--- src/rtl/idli_pkg.sv ---
// idli_pkg: shared predicate-register and predicate-compare types.
package idli_pkg;
  localparam int PCMP_DATA_W   = 16;
  localparam int PCMP_NIBBLE_W = 4;
  localparam int PCMP_BEATS    = PCMP_DATA_W / PCMP_NIBBLE_W;
  typedef enum logic [1:0] {P0, P1, P2, P3} preg_t;
  typedef enum logic [1:0] {PCMP_EQ, PCMP_LTU, PCMP_LT, PCMP_TST} pcmp_op_t;
  typedef enum logic [1:0] {IDLE, BUSY, DONE} pcmp_state_t;
  function automatic logic pcmp_sel(input pcmp_op_t op, input logic eq, borrow, any, sa, sb);
    return op == PCMP_EQ  ? eq :
           op == PCMP_LTU ? borrow :
           op == PCMP_LT  ? ((sa != sb) ? sa : borrow) : any;
  endfunction
endpackage

--- src/rtl/idli_pcmp_beat_m.sv ---
// idli_pcmp_beat_m: one nibble of the serial compare (equality, borrow chain, AND-test, sign bits).
module idli_pcmp_beat_m #(
  parameter int W = 4
) (
  input  logic [W-1:0] a,
  input  logic [W-1:0] b,
  input  logic         bin,
  output logic         eq,
  output logic         bout,
  output logic         any,
  output logic         msb_a,
  output logic         msb_b
);
  assign eq    = a == b;
  // a - b - bin underflows exactly when a < b + bin
  assign bout  = (a < b) || ((a == b) && bin);
  assign any   = |(a & b);
  assign msb_a = a[W-1];
  assign msb_b = b[W-1];
endmodule

--- src/rtl/idli_pcmp_m.sv ---
// idli_pcmp_m: nibble-serial predicate compare feeding the predicate register file Q port.
// Optional IDLI_PCMP_INV_EN adds i_pcmp_inv to invert the written predicate.
module idli_pcmp_m
  import idli_pkg::*;
#(
  parameter int DATA_W   = PCMP_DATA_W,
  parameter int NIBBLE_W = PCMP_NIBBLE_W
) (
  input  logic                i_pcmp_gck,
  input  logic                i_pcmp_rst_n,
  input  logic                i_pcmp_start,
  input  pcmp_op_t            i_pcmp_op,
  input  preg_t               i_pcmp_q,
  input  logic                i_pcmp_vld,
  input  logic [NIBBLE_W-1:0] i_pcmp_a,
  input  logic [NIBBLE_W-1:0] i_pcmp_b,
`ifdef IDLI_PCMP_INV_EN
  input  logic                i_pcmp_inv,
`endif
  output logic                o_pcmp_busy,
  output preg_t               o_pcmp_q,
  output logic                o_pcmp_q_wr_en,
  output logic                o_pcmp_q_data
);
  localparam int BEATS = DATA_W / NIBBLE_W;
  localparam int CW    = BEATS > 1 ? $clog2(BEATS) : 1;
  pcmp_state_t state, state_nxt;
  logic [CW-1:0] ctr;
  pcmp_op_t op_r, op_eff;
  preg_t q_r, q_eff;
  logic eq_r, borrow_r, any_r;
  logic idle, take, last, first, eq_in, borrow_in, any_in;
  logic b_eq, b_bout, b_any, sa, sb, res, inv_eff;
  assign idle      = state == IDLE;
  assign take      = i_pcmp_vld && (idle ? i_pcmp_start : state == BUSY);
  assign last      = ctr == CW'(BEATS - 1);
  // ctr is zero at the first beat of every op, so it doubles as the accumulator seed select
  assign first     = ctr == '0;
  assign eq_in     = first | eq_r;
  assign borrow_in = !first & borrow_r;
  assign any_in    = !first & any_r;
  assign op_eff    = idle ? i_pcmp_op : op_r;
  assign q_eff     = idle ? i_pcmp_q : q_r;
  idli_pcmp_beat_m #(.W(NIBBLE_W)) u_beat (
    .a     (i_pcmp_a),
    .b     (i_pcmp_b),
    .bin   (borrow_in),
    .eq    (b_eq),
    .bout  (b_bout),
    .any   (b_any),
    .msb_a (sa),
    .msb_b (sb)
  );
`ifdef IDLI_PCMP_INV_EN
  logic inv_r;
  always_ff @(posedge i_pcmp_gck or negedge i_pcmp_rst_n)
    if (!i_pcmp_rst_n) inv_r <= 1'b0;
    else if (idle && i_pcmp_start) inv_r <= i_pcmp_inv;
  assign inv_eff = idle ? i_pcmp_inv : inv_r;
`else
  assign inv_eff = 1'b0;
`endif
  assign res = pcmp_sel(op_eff, eq_in & b_eq, b_bout, any_in | b_any, sa, sb) ^ inv_eff;
  always_comb begin
    state_nxt      = state == DONE   ? IDLE :
                     take && last    ? DONE :
                     idle && i_pcmp_start ? BUSY : state;
    o_pcmp_busy    = !idle;
    o_pcmp_q_wr_en = state == DONE && o_pcmp_q != P3;
  end
  always_ff @(posedge i_pcmp_gck or negedge i_pcmp_rst_n)
    if (!i_pcmp_rst_n) state <= IDLE;
    else state <= state_nxt;
  always_ff @(posedge i_pcmp_gck or negedge i_pcmp_rst_n)
    if (!i_pcmp_rst_n) begin
      ctr           <= '0;
      op_r          <= PCMP_EQ;
      q_r           <= P0;
      eq_r          <= 1'b0;
      borrow_r      <= 1'b0;
      any_r         <= 1'b0;
      o_pcmp_q      <= P0;
      o_pcmp_q_data <= 1'b0;
    end else begin
      if (idle && i_pcmp_start) begin
        op_r <= i_pcmp_op;
        q_r  <= i_pcmp_q;
      end
      if (take) begin
        ctr      <= last ? '0 : ctr + 1'b1;
        eq_r     <= eq_in & b_eq;
        borrow_r <= b_bout;
        any_r    <= any_in | b_any;
      end
      if (take && last) begin
        o_pcmp_q      <= q_eff;
        o_pcmp_q_data <= res;
      end
    end
endmodule

--- config.mk ---
export PLATFORM = sky130hd
export DESIGN_NAME = idli_pcmp_m
export DESIGN_NICKNAME = d
export VERILOG_FILES = /design/src/rtl/idli_pkg.sv /design/src/rtl/idli_pcmp_beat_m.sv /design/src/rtl/idli_pcmp_m.sv
export SDC_FILE = /design/constraint.sdc
export NUM_CORES = 1
export LEC_CHECK = 0
export BUFFER_PORTS_ARGS = -buffer_cell sky130_fd_sc_hd__buf_4
export CAP_MARGIN = 20
export CORE_AREA = 10 10 52 54
export DETAILED_ROUTE_END_ITERATION = 7
export DIE_AREA = 0 0 62 64
export PLACE_DENSITY = 0.77
export RECOVER_POWER = 100
export SLEW_MARGIN = 20
export SYNTH_ARGS = -nofsm -noshare
export SYNTH_HDL_FRONTEND = slang
export SYNTH_HIERARCHICAL = 1
export SYNTH_SLANG_ARGS = --single-unit
--- constraint.sdc ---
create_clock -name i_pcmp_gck -period 3.44 [get_ports i_pcmp_gck]
set_input_delay 0.344 -clock i_pcmp_gck [delete_from_list [all_inputs] [get_ports i_pcmp_gck]]
set_output_delay 0.344 -clock i_pcmp_gck [all_outputs]
set_load 0.005 [all_outputs]
==> results by group, run 1 <==
Clocking
  – Worst-path clk slew: 0.08 ns
  – CTS tree: yes
  – Post-cts sizing count: 0
  – Clock Path Buffers: 2
  – Clock Latency Late Sink: 0.27 ns
  – Root buf cell: clkbuf_4
  – CTS Hold Bufs: 1
  – H-tree depth: 1
  – CTS Buf Count: 3
  – Clk sinks: 14
  – Post-CTS Setup Bufs: 0

Min path
  – Hold Crit Start: i_pcmp_op[1]
  – Hold Path Sink: op_r[1]
  – Hold Crit Class: input port to register
  – Hold Path Stages: 2

Setup path
  – FF-to-FF Start: ctr[0]
  – Worst Setup Path Type: register to register
  – Worst endpoint required time: 3.60 ns
  – FF-to-FF path depth: 8
  – Worst EP arrival: 1.91 ns
  – Reg2reg end: o_pcmp_q_data
  – Kind of start point of the critical path: register
  – CP Capture Type: register
  – Flop2flop setup slack: 1.69 ns
  – Top fanout value on the critical path: 4

Route
  – Drt first pass iters: 4
  – Via count: 707
  – ANT nets after route: 0
  – Routed wire per std cell: 13.5 um
  – DRC: 0
  – Final WL: 1.84 mm
  – Vias/cell: 5.20
  – Initial DRC count: 5

Flow run
  – Max Cap Viol: 0

Floorplan
  – Core ar.: 1710 um^2
  – Die width: 62 um
  – Row count: 15
  – Initial core utilization: 0.523
  – Die Ht: 64 um
  – Die area: 3970 um^2
  – I/O pins: 21

Timing
  – Fin. Hold Viols: 0
  – Highest clock rate: 573 MHz
  – Worst-Margin Slew: 0.753 ns
  – Clk_skew: 0.00233 ns
  – Pins over their slew limit: 0
  – Fin crit share: 0.507
  – Final setup vio count: 0
  – Total Neg Setup Slack: 0 ns
  – Minimum clock period after layout: 1.75 ns
  – RSZ-0062 raised after global routing: false
  – Slew margin rel.: 0.498

GRT
  – Wire length of the first global-routing pass: 3.21 mm
  – Largest net degree at the start of global routing: 15
  – Total gr overflow: 0
  – Aggregate global-route resource usage: 0.106
  – Initial antenna violation count: 0
  – Vias in the first global route: 701

Synthesis
  – Avg Inst Size Synth: 9.93 um^2
  – Ys async rst share: 1.00
  – Commonest cells in the netlist: 14 x dfrtp_1, 12 x nand2_1, 10 x ha_1
  – Cell with the most instances after synthesis: dfrtp_1
  – Synthesis warning total: 6
  – Syn Nets: 116
  – Distinct cell type count after synthesis: 29
  – Synth Flop Type: dfrtp_1
  – Register area share after synthesis: 0.392
  – Synth area leaders: dfrtp_1 39%, ha_1 14%, mux2_2 5.0%
  – Post-synth EDFFs: 0
  – Dominant cell type by area after synthesis: dfrtp_1
  – Yosys reg bits: 14
  – Mapped Cells: 90
  – Post-Syn Area: 893 um^2
  – Share of the synthesized area in the top cell type: 0.392

Layout
  – NumNets Final: 139
  – Share of layout cells above drive strength 1: 0.252
  – Fin area: 1070 um^2
  – P&R area growth vs syn: 20.3%
  – Ant diodes: 0

Power and ir drop
  – Power per cell area: 641 nW/um^2
  – Peak supply drop: 0.000288 V
  – Static Leak: 0.000532 uW

Place
  – Port Buffer Count: 20
  – GPL Wtd Cong: 0.811
  – HPWL Detailed: 1.52 mm
  – DP Area: 1050 um^2

Run status
  – Status: complete, no violations
[worst max-delay path, stage by stage, from the launching register on]
cell,delay (ns)
dfrtp_1,0.38
inv_1,0.07
ha_1,0.24
nor2b_1,0.15
a22o_1,0.21
nor2_1,0.05
o21ai_0,0.16
mux2i_1,0.09
o311ai_0,0.30
[per-layer routing]
metal	track usage	part of all wire
met2	0.167	0.48
met5	0	0
met1	0.127	0.44
met3	0.0178	0.052
met4	0.0670	0.028
[final cells by class]
cell class	count	area, um^2
fill	148	633
multi-input combinational	64	480
sequential	14	350
timing repair buffer	21	156
inverter	9	33.8
tap	25	31.3
clock buffer	3	22.5
[cells in the final DEF, fill, tap and decap left out]
cell type	count
o21ai_0	6
or3b_4	1
o2111ai_1	2
o2111a_1	1
a22o_1	1
nand2_1	12
a211oi_1	1
or3_1	1
mux2_2	4
inv_1	9
ha_1	10
or4_1	1
and2_4	1
and2_0	1
o211a_1	1
o211ai_1	2
o311ai_0	1
mux2i_1	4
dfrtp_1	14
buf_4	15
o21ai_1	1
nor2_1	4
and4_1	1
clkbuf_4	7
a21oi_1	4
clkbuf_1	1
dlygate4sd3_1	1
nor2b_1	2
a21boi_0	1
a21o_1	1
[worst max path at each step]
| stage | startpoint | to | slack (ns) | cells after the start |
|---|---|---|---|---|
| after floorplan | i_pcmp_b[3] | o_pcmp_q_data | 1.76 | 7 |
| after global routing | ctr[0] | o_pcmp_q_data | 1.49 | 8 |
| final | ctr[0] | o_pcmp_q_data | 1.69 | 8 |
| after global placement | i_pcmp_a[1] | o_pcmp_q_data | 1.54 | 9 |
| after CTS | ctr[0] | o_pcmp_q_data | 1.74 | 8 |
| after detailed placement | i_pcmp_a[1] | o_pcmp_q_data | 1.50 | 9 |
[where the power goes]
part / total [uW] / switching, uW / internal (uW)
combinational: 301 / 147 / 153
sequential: 299 / 57.1 / 242
clock: 88.7 / 48.2 / 40.5
total: 688 / 253 / 436
[registers in the layout, summed over array words and instances, names as in the netlist]
signal,count
op_r,2
o_pcmp_q,2
ctr,2
state,2
any_r,1
q_r,2
o_pcmp_q_data,1
eq_r,1
borrow_r,1
[cells by family (layout without fill, tap and decap cells)]
group | Yosys count | in the layout | synth area share
AND/OR/NAND/NOR | 24 | 24 | 0.139
flip-flops | 14 | 14 | 0.392
adder cells (fa/ha/maj) | 10 | 10 | 0.140
AO/OA/AOI/OAI | 22 | 22 | 0.167
buffers and inverters | 12 | 33 | 0.0672
multiplexers | 8 | 8 | 0.0952
[per-stage QoR]
| step | util | instances | power (uW) | worst slack [ns] | hold WS (ns) |
|---|---|---|---|---|---|
| 6_report | 0.629 | 136 | 688 | 1.69 | 0.317 |
| 5_1_grt | 0.629 | 136 | 757 | 1.49 | 0.308 |
| 4_1_cts | 0.633 | 136 | 703 | 1.74 | 0.311 |
| 3_5_place_dp | 0.614 | 132 | 611 | 1.50 | 0.204 |
| 3_3_place_gp | 0.614 | 132 | 596 | 1.54 | 0.202 |
| 2_1_floorplan | - | 90 | 515 | 1.76 | 0.0484 |
No activity file was read; power rests on OpenSTA's default activity.
==> run 2: changes to the inputs <==
--- a/config.mk
+++ b/config.mk
@@ -7,10 +7,10 @@
 export LEC_CHECK = 0
 export BUFFER_PORTS_ARGS = -buffer_cell sky130_fd_sc_hd__buf_4
 export CAP_MARGIN = 20
-export CORE_AREA = 10 10 52 54
+export CORE_AREA = 10 10 53 55
 export DETAILED_ROUTE_END_ITERATION = 7
-export DIE_AREA = 0 0 62 64
-export PLACE_DENSITY = 0.77
+export DIE_AREA = 0 0 63 65
+export PLACE_DENSITY = 0.74
 export RECOVER_POWER = 100
 export SLEW_MARGIN = 20
 export SYNTH_ARGS = -nofsm -noshare
==> constraint.sdc (replaced) <==
create_clock -name i_pcmp_gck -period 1.8 [get_ports i_pcmp_gck]
set_input_delay 0.18 -clock i_pcmp_gck [delete_from_list [all_inputs] [get_ports i_pcmp_gck]]
set_output_delay 0.18 -clock i_pcmp_gck [all_outputs]
set_load 0.005 [all_outputs]
==> run 2 against run 1 <==
  * Critical path depth is the same
  * Power grew 95%
  * Sequential power grew 90%
  * Design area grew 1.5%
  * Combinational power grew 99%
  * Utilization shrank 4.3 points
  * Worst setup slack lost 1.5 ns
  * First-iteration DRC count grew to 3.2 times the previous value
  * Register-to-register slack lost 1.5 ns
  * Count of clock-buffer cells in the layout is the same
  * Largest power group unchanged
==> results by group, run 2 (synthesized netlist as in run 1, its figures left out) <==
Run status
  – Status: complete, no violations

Timing
  – RSZ-0062 raised after global routing: false
  – Highest clock rate: 608 MHz
  – Clk_skew: 0.000331 ns
  – Total Neg Setup Slack: 0 ns
  – Final setup vio count: 0
  – Slew margin rel.: 0.487
  – Minimum clock period after layout: 1.64 ns
  – Fin crit share: 0.913
  – Worst-Margin Slew: 0.770 ns
  – Pins over their slew limit: 0
  – Fin. Hold Viols: 0
  – Hold Slack: 0.144 ns

Layout
  – Share of layout cells above drive strength 1: 0.265
  – Most frequent cells in the layout: 16 x buf_4, 14 x dfrtp_1, 12 x nand2_1, 10 x ha_1, 9 x inv_1
  – Commonest non-fill, non-tap cell in the layout: buf_4
  – NumNets Final: 141
  – Filler cell count in the final layout: 175
  – P&R area growth vs syn: 22.1%
  – Footprint of the multi-input gates: 483 um^2
  – FF+latch area: 350 um^2
  – Ant diodes: 0
  – Fin area: 1090 um^2

GRT
  – Total gr overflow: 0
  – Initial antenna violation count: 0
  – Largest net degree at the start of global routing: 15
  – Aggregate global-route resource usage: 0.0882
  – Wire length of the first global-routing pass: 2.93 mm
  – Vias in the first global route: 689

Power and ir drop
  – Peak supply drop: 0.000618 V
  – Static Leak: 0.000539 uW
  – Power per cell area: 1230 nW/um^2
  – Final Power: 1340 uW

Setup path
  – Worst endpoint required time: 1.98 ns
  – Worst Setup Path Type: register to register
  – FF-to-FF Start: ctr[0]
  – FF-to-FF path depth: 8
  – Kind of start point of the critical path: register
  – Flop2flop setup slack: 0.16 ns
  – CP Capture Type: register
  – Reg2reg end: o_pcmp_q_data
  – Critical Path End: o_pcmp_q_data
  – Top fanout value on the critical path: 4
  – CP Launch Point: ctr[0]
  – Worst EP arrival: 1.83 ns

Clocking
  – H-tree depth: 1
  – CTS Buf Count: 3
  – Worst-path clk slew: 0.08 ns
  – Root buf cell: clkbuf_4
  – CTS tree: yes
  – Clock Path Buffers: 2
  – Clock Latency Late Sink: 0.28 ns
  – Clk sinks: 14
  – Post-cts sizing count: 0

Route
  – Drt first pass iters: 4
  – ANT nets after route: 0
  – DRC: 0
  – Vias/cell: 5.00
  – Routed wire per std cell: 13.1 um
  – Final WL: 1.83 mm
  – Via count: 700
  – Initial DRC count: 16

Place
  – GPL Wtd Cong: 0.744
  – DP Area: 1060 um^2
  – Port Buffer Count: 20
  – HPWL Detailed: 1.52 mm

Floorplan
  – Die area: 4100 um^2
  – Die Ht: 65 um
  – I/O pins: 21
  – Core ar.: 1860 um^2
  – Die width: 63 um
  – Initial core utilization: 0.480
  – Row count: 16

Flow run
  – Max Cap Viol: 0

Min path
  – Hold Crit Class: input port to register
-- run 2: changes by cell type in the layout (fill, tap and decap cells not counted) --
cell and delta:
o311ai_1 +1, buf_4 +1, nor2_1 -1, clkbuf_1 +1, nor2_2 +1, o311ai_0 -1
-- run 2: per-layer routing --
layer  up-vias  global-route usage  share of wire
met1       318              0.0976           0.44
li1        361                   -              -
met3         2              0.0309          0.062
met5         -                   0              0
met4         0              0.0503          0.010
met2        19               0.145           0.48
-- run 2: layout make-up --
| class | count | area share |
|---|---|---|
| multi-input cells | 64 | 0.443 |
| flip-flops and latches | 14 | 0.321 |
| repair buffers | 23 | 0.154 |
| inverters | 9 | 0.0310 |
| well taps | 27 | 0.0310 |
| clock buffers | 3 | 0.0206 |
-- run 2: report_power, final --
part           switching [uW]  total (uW)  internal, uW
Combinational             287         599           312
Sequential                105         568           462
Clock                    98.8         176          77.6
Total                     491        1340           851
-- run 2: timing repair --
action                     4_1_cts  5_1_grt
buffers inserted                 0        1
setup endpoints to repair        0        1
hold buffers                     1        0
hold endpoints to repair        14        0
-- run 2: through the flow --
| stage | util | std cells | worst slack, ns |
|---|---|---|---|
| 6_report | 0.586 | 140 | 0.156 |
| 5_1_grt | 0.586 | 140 | 0.00631 |
| 4_1_cts | 0.586 | 139 | 0.125 |
| 3_5_place_dp | 0.569 | 135 | 0.0611 |
| 3_3_place_gp | 0.569 | 135 | 0.0641 |
| 2_1_floorplan | - | 90 | 0.283 |
-- run 2: how the worst min path moves through the flow --
stage	depth (start not counted)	from	slack, ns	endpoint
after floorplan	0	i_pcmp_rst_n	-0.12	any_r
after global placement	1	i_pcmp_rst_n	0.04	ctr[0]
after detailed placement	1	i_pcmp_rst_n	0.04	ctr[0]
after CTS	2	i_pcmp_q[1]	0.14	q_r[1]
after global routing	2	i_pcmp_q[0]	0.13	q_r[0]
final	2	i_pcmp_q[1]	0.14	q_r[1]
-- run 2: critical path, stage by stage, from the launching register on --
cell      delay, ns
dfrtp_1        0.35
inv_1          0.05
ha_1           0.24
nor2b_1        0.15
a22o_1         0.20
nor2_1         0.05
o21ai_0        0.16
mux2i_1        0.09
o311ai_1       0.25
